### config.mk
export PLATFORM = sky130hd
export DESIGN_NAME = instr_fetch_queue
export DESIGN_NICKNAME = d
export VERILOG_FILES = /design/src/rtl/instr_fetch_queue.sv
export SDC_FILE = /design/constraint.sdc
export NUM_CORES = 2
export LEC_CHECK = 0
export CAP_MARGIN = 5
export CORE_ASPECT_RATIO = 0.9
export CORE_MARGIN = 1
export CORE_UTILIZATION = 62
export CTS_CLUSTER_DIAMETER = 150
export CTS_CLUSTER_SIZE = 25
export DETAILED_ROUTE_END_ITERATION = 16
export GPL_TIMING_DRIVEN = 0
export PLACE_DENSITY = 0.79
export RECOVER_POWER = 100
export SLEW_MARGIN = 0
export SYNTH_ARGS = -nofsm -noshare
export SYNTH_HDL_FRONTEND = slang
export SYNTH_SLANG_ARGS = --single-unit
export TNS_END_PERCENT = 50
### constraint.sdc
create_clock -name clock_i -period 3.6 [get_ports clock_i]
set_clock_uncertainty 0.1 [all_clocks]
set_input_delay 0.72 -clock clock_i [delete_from_list [all_inputs] [get_ports clock_i]]
set_output_delay 0.72 -clock clock_i [all_outputs]
set_load 0.02 [all_outputs]
### src/rtl/instr_fetch_queue.sv
// rtl/instr_fetch_queue.sv - loadable IMEM, program counter and prefetch FIFO with valid/ready output
module instr_fetch_queue #(
  parameter int XLEN       = 32,
  parameter int IMEM_DEPTH = 64,
  parameter int FIFO_DEPTH = 4,
  parameter logic [XLEN-1:0] RESET_PC = '0,
  localparam int AW = $clog2(IMEM_DEPTH),
  localparam int CW = $clog2(FIFO_DEPTH + 1)
) (
  input  logic            clock_i,
  input  logic            resetb_i,
  input  logic            load_ena_i,
  input  logic [AW-1:0]   load_addr_i,
  input  logic [XLEN-1:0] load_data_i,
  input  logic            run_i,
  input  logic            redirect_i,
  input  logic [XLEN-1:0] redirect_pc_i,
  output logic            instr_valid_o,
  input  logic            instr_ready_i,
  output logic [XLEN-1:0] instruction_o,
  output logic [XLEN-1:0] instr_pc_o,
  output logic [CW-1:0]   fifo_count_o,
  output logic            halted_o
);

  localparam int PW = $clog2(FIFO_DEPTH);

  typedef enum logic [1:0] {
    S_IDLE  = 2'd0,
    S_FETCH = 2'd1,
    S_HALT  = 2'd2
  } state_t;

  state_t          state;
  logic [XLEN-1:0] fetch_pc;
  logic [XLEN-1:0] pc_next_seq;
  logic [XLEN-1:0] redir_pc;
  logic [XLEN-1:0] imem [IMEM_DEPTH];
  logic [XLEN-1:0] rd_data;
  logic [XLEN-1:0] inflight_pc;
  logic            inflight;
  logic [XLEN-1:0] fifo_data [FIFO_DEPTH];
  logic [XLEN-1:0] fifo_pc [FIFO_DEPTH];
  logic [PW-1:0]   wr_ptr;
  logic [PW-1:0]   rd_ptr;
  logic [PW-1:0]   rd_ptr_nxt;
  logic [CW-1:0]   count_nxt;
  logic [CW:0]     occupancy;
  logic            issue;
  logic            push;
  logic            pop;
  logic            redir_oor;
  logic            seq_oor;

  // Out of range means any PC bit above the IMEM byte-address field is set.
  assign redir_pc    = {redirect_pc_i[XLEN-1:2], 2'b00};
  assign redir_oor   = |redir_pc[XLEN-1:AW+2];
  assign pc_next_seq = fetch_pc + XLEN'(4);
  assign seq_oor     = |pc_next_seq[XLEN-1:AW+2];

  // Reserve a slot for the read in flight so a push never finds the FIFO full.
  assign occupancy = {1'b0, fifo_count_o} + {{CW{1'b0}}, inflight};
  assign issue     = (state == S_FETCH) && run_i && !load_ena_i && !redirect_i
                     && (occupancy < (CW+1)'(FIFO_DEPTH));
  assign push      = inflight && !redirect_i;
  assign pop       = instr_valid_o && instr_ready_i && !redirect_i;
  assign rd_ptr_nxt = pop ? rd_ptr + PW'(1) : rd_ptr;
  assign halted_o  = (state == S_HALT);

  always_comb begin
    count_nxt = fifo_count_o;
    if (push && !pop) begin
      count_nxt = fifo_count_o + CW'(1);
    end else if (!push && pop) begin
      count_nxt = fifo_count_o - CW'(1);
    end
  end

  always_ff @(posedge clock_i) begin
    if (load_ena_i) begin
      imem[load_addr_i] <= load_data_i;
    end
    if (issue) begin
      rd_data <= imem[fetch_pc[AW+1:2]];
    end
  end

  always_ff @(posedge clock_i) begin
    if (push) begin
      fifo_data[wr_ptr] <= rd_data;
      fifo_pc[wr_ptr]   <= inflight_pc;
    end
  end

  always_ff @(posedge clock_i or negedge resetb_i) begin
    if (!resetb_i) begin
      state         <= S_IDLE;
      fetch_pc      <= RESET_PC;
      inflight      <= 1'b0;
      inflight_pc   <= '0;
      wr_ptr        <= '0;
      rd_ptr        <= '0;
      fifo_count_o  <= '0;
      instr_valid_o <= 1'b0;
      instruction_o <= '0;
      instr_pc_o    <= '0;
    end else if (redirect_i) begin
      fetch_pc      <= redir_pc;
      inflight      <= 1'b0;
      wr_ptr        <= '0;
      rd_ptr        <= '0;
      fifo_count_o  <= '0;
      instr_valid_o <= 1'b0;
      if (redir_oor) begin
        state <= S_HALT;
      end else if (state == S_HALT || run_i) begin
        state <= S_FETCH;
      end else begin
        state <= S_IDLE;
      end
    end else begin
      inflight <= issue;
      if (issue) begin
        inflight_pc <= fetch_pc;
        fetch_pc    <= pc_next_seq;
      end
      if (push) begin
        wr_ptr <= wr_ptr + PW'(1);
      end
      rd_ptr        <= rd_ptr_nxt;
      fifo_count_o  <= count_nxt;
      instr_valid_o <= (count_nxt != '0);
      // Head register: bypass the word being pushed when it becomes the new head.
      if (count_nxt != '0) begin
        if (push && (rd_ptr_nxt == wr_ptr)) begin
          instruction_o <= rd_data;
          instr_pc_o    <= inflight_pc;
        end else begin
          instruction_o <= fifo_data[rd_ptr_nxt];
          instr_pc_o    <= fifo_pc[rd_ptr_nxt];
        end
      end
      case (state)
        S_IDLE:  if (run_i) state <= S_FETCH;
        S_FETCH: begin
          if (issue && seq_oor) begin
            state <= S_HALT;
          end else if (!run_i) begin
            state <= S_IDLE;
          end
        end
        default: state <= S_HALT;
      endcase
    end
  end

endmodule

==> summary.md <==
| Metric | Value |
|---|---|
| Status | finished with violations |
| Failing checks | capacitance limit, slew limit, setup timing |
| Max Cap Viol | 55 |
| Unrepaired setup endpoints after global routing | true |
| Final clock period utilization by the worst path | 1.02 |
| CP max-delay cell | nor2_2 |
| Non-Filler Instances | 6491 |
| Synth async-reset ratio | 0.0540 |
| Initial antenna violation count | 33 |
| Startpoint types | input port |
| Layout cell share with drive strength beyond 1 | 0.249 |
| Area after DPL | 0.101 mm^2 |
| Sink Count | 2461 |
| Largest net degree at the start of global routing | 81 |
| Switching power | 13.2 mW |
| FF+latch count, synth | 2461 |
| Leak | 32.3 nW |
| Tot Pwr | 53.5 mW |
| Core area | 0.151 mm^2 |
| Cell Rows | 135 |
| WP data arrival | 3980 ps |
| Pwr Density | 520 mW/mm^2 |
| Root Buffer | clkbuf_16 |
| Drt total wl | 255000 um |
| Critical path, cell by cell | dlygate4sd2_1, clkbuf_1, nand4_1, nor2_2, clkbuf_4 |
| Post-Route Setup TNS | -1310 ps |
| Yosys cell types | 61 |
| Max IR drop VDD | 509 uV |
| Final slew viol count | 1971 |
| Setup slack after layout | -55.4 ps |
| Tmin final | 3660 ps |
| CP Class | in2reg |
| Total CTS buffers | 108 |
| Vias in the first global route | 46300 |
| # port buffers | 136 |
| 1st-iter DRT viols | 7802 |
| Starting Density | 0.626 |
| # placed instances | 6325 |
| Syn Inst Count | 4099 |
| Syn avg cell area | 23.1 um^2 |
| Final Hold Vio Count | 0 |
| Dpl hpwl | 167000 um |
| GRT overflow | 0 |
| Number of synthesized flops with an enable pin | 2328 |
| Post-synth design cell area | 0.0945 mm^2 |
| Initial DRT Pass Iterations | 5 |
| Final setup vio count | 62 |
| DRC errors left | 0 |
| CP max FO | 21 |
| Sequential power share | 0.601 |
| Drt via density | 7.29 |
| Final core utilization | 0.682 |
| Worst path bufs/invs | 3 |
| Nets | 4536 |
| Sequential share of the synthesized area | 0.775 |
| CTS tree | done |
| Design area | 0.103 mm^2 |
| Slew @ Worst Pin | 2810 ps |
| Slew Limit Headroom | -0.872 |
| Sw frac | 0.247 |
| Top_reg_cell synth | edfxtp_1 |
| Antenna Nets Post-Route | 0 |
| RD Place Congestion | 0.931 |
| Area Growth Syn to Fin | 8.86% |
| Pint | 40.3 mW |
| H-tree depth | 3 |
| Die area | 0.154 mm^2 |
| First-pass GRT wire length | 355000 um |
| Warnings from Yosys | 0 |
| Comb pwr share | 0.135 |
| CP required | 3920 ps |
| Clock latency on the worst-skew pair | 810 ps |
| Worst setup EP type | flip-flop |
| CTS Buffer Depth | 3 |
| Io pins | 145 |
| Routed WL per cell | 39.4 um |
| Clock slew at reported path FFs | 100 ps |
| Hold Crit Class | in2reg |
| Fmax | 274 MHz |
| Slowest cell delay on critical path | 940 ps |
| Hold slack | 177 ps |
| Vias after detailed routing | 47300 |
| CP delay by family, top | buffers and inverters |
| Total Routing Usage GR | 0.338 |
| Dpl ws | -1130 ps |
| Die Ht | 372 um |
| Clk pwr share | 0.264 |
| Die W | 414 um |
==> path summary, 6_finish.rpt <==
check | slack [ps] | cells after the start | start | end
min | 180 | 2 | redirect_i | fifo_count_o[1]$_DFF_PN0_
max | -60 | 5 | load_ena_i | imem[15][17]$_DFFE_PP_
max reg2reg | -50 | 7 | fetch_pc[3]$_DFFE_PN0N_ | rd_data[0]$_DFFE_PP_
min reg2reg | 380 | 2 | instr_pc_o[18]$_DFFE_PN0P_ | instr_pc_o[18]$_DFFE_PN0P_
max in group asynchronous | 530 | 3 | resetb_i | inflight_pc[9]$_DFFE_PN0P_
min in group asynchronous | 1170 | 2 | resetb_i | instr_pc_o[17]$_DFFE_PN0P_
==> registers in the layout, indices dropped and copies added (netlist names), 3 cells and up <==
name	cells
inflight_pc	30
fifo_pc	120
fifo_data	128
fifo_count_o	3
instr_pc_o	30
instruction_o	32
fetch_pc	30
rd_data	32
imem	2048
==> Yosys cell counts, types with 10 or more instances <==
cell type | number | share of area
nand3_1 | 29 | 0.0015
o21ai_1 | 14 | 0.00074
nand2_1 | 194 | 0.0077
nand4_1 | 14 | 0.00093
a21oi_1 | 18 | 0.00095
mux4_2 | 734 | 0.17
buf_2 | 69 | 0.0037
a221o_1 | 10 | 0.0011
inv_1 | 10 | 0.00040
mux2i_1 | 64 | 0.0068
clkbuf_1 | 118 | 0.0047
edfxtp_1 | 2328 | 0.74
o21ai_0 | 79 | 0.0042
and3_1 | 12 | 0.00079
dfrtp_1 | 133 | 0.035
nor2_1 | 99 | 0.0039
nor4_1 | 11 | 0.00073
buf_1 | 33 | 0.0013
nor3_1 | 16 | 0.00085
==> cells in the final DEF, fill, tap and decap left out, drive strengths merged, types with 10 or more instances in the layout <==
master | netlist | layout
a21oi | 18 | 18
a221o | 10 | 10
and3 | 12 | 12
buf | 115 | 144
clkbuf | 118 | 363
clkdlybuf4s50 | 0 | 32
dfrtp | 133 | 133
diode | 0 | 16
dlygate4sd3 | 0 | 71
edfxtp | 2328 | 2328
inv | 10 | 14
mux2i | 64 | 64
mux4 | 734 | 734
nand2 | 194 | 194
nand3 | 31 | 31
nand4 | 15 | 15
nor2 | 99 | 99
nor3 | 16 | 16
nor4 | 13 | 13
o21ai | 93 | 93
==> worst register-to-register path, cell delays in order (launching register included) <==
cell and delay [ps]:
dfrtp_1 370, buf_2 180, buf_4 310, buf_4 350, clkbuf_2 450, mux4_2 380
mux4_2 640, mux4_2 590
==> layer usage <==
layer	up-vias	share of wire	global-route usage	wire (um)
li1	17900	-	-	-
met1	24800	0.34	0.454	85600
met2	3834	0.47	0.529	121000
met3	746	0.13	0.0898	33300
met4	16	0.060	0.154	15200
met5	-	0.00042	0	107
==> cells by family (layout without fill, tap and decap cells) <==
family          after synthesis  count (layout)  synth area share
simple gates                423             423            0.0206
fa+ha+maj                     7               7          0.000926
compound gates              155             155           0.00989
xor+xnor                     11              11           0.00110
flops                      2461            2461             0.775
buf+inv                     243             632            0.0112
mux                         798             798             0.182
other cells                   1              18         0.0000397
==> layout make-up <==
cell class              count  area [um^2]
clock inverters             7          108
clock buffers             139         2860
diodes                     16         40.0
well taps                1986         2480
flip-flops and latches   2461        73200
plain buffers             232         1260
multi-input cells        1396        20400
fillers                  8935        48100
repair buffers            244         2460
inverters                  10         37.5
==> power groups by stage <==
stage	Sequential [mW]	Combinational (mW)	Clock, mW
floorplan	33.2	3.51	0
global placement	32.8	6.94	0
detailed placement	32.8	7.29	0
CTS	32.2	7.42	14.1
global route	32.2	7.56	15.0
finish	32.2	7.25	14.1
==> timing repair <==
action                                 in CTS  in global routing
buffers inserted                            3                  0
setup endpoints to repair                  83                 14
pin swaps                                   2                  0
gates resized for setup                   123                  8
endpoints found under the hold margin      53                  0
hold buffers                                1                  0
No activity file was read; power rests on OpenSTA's default activity.
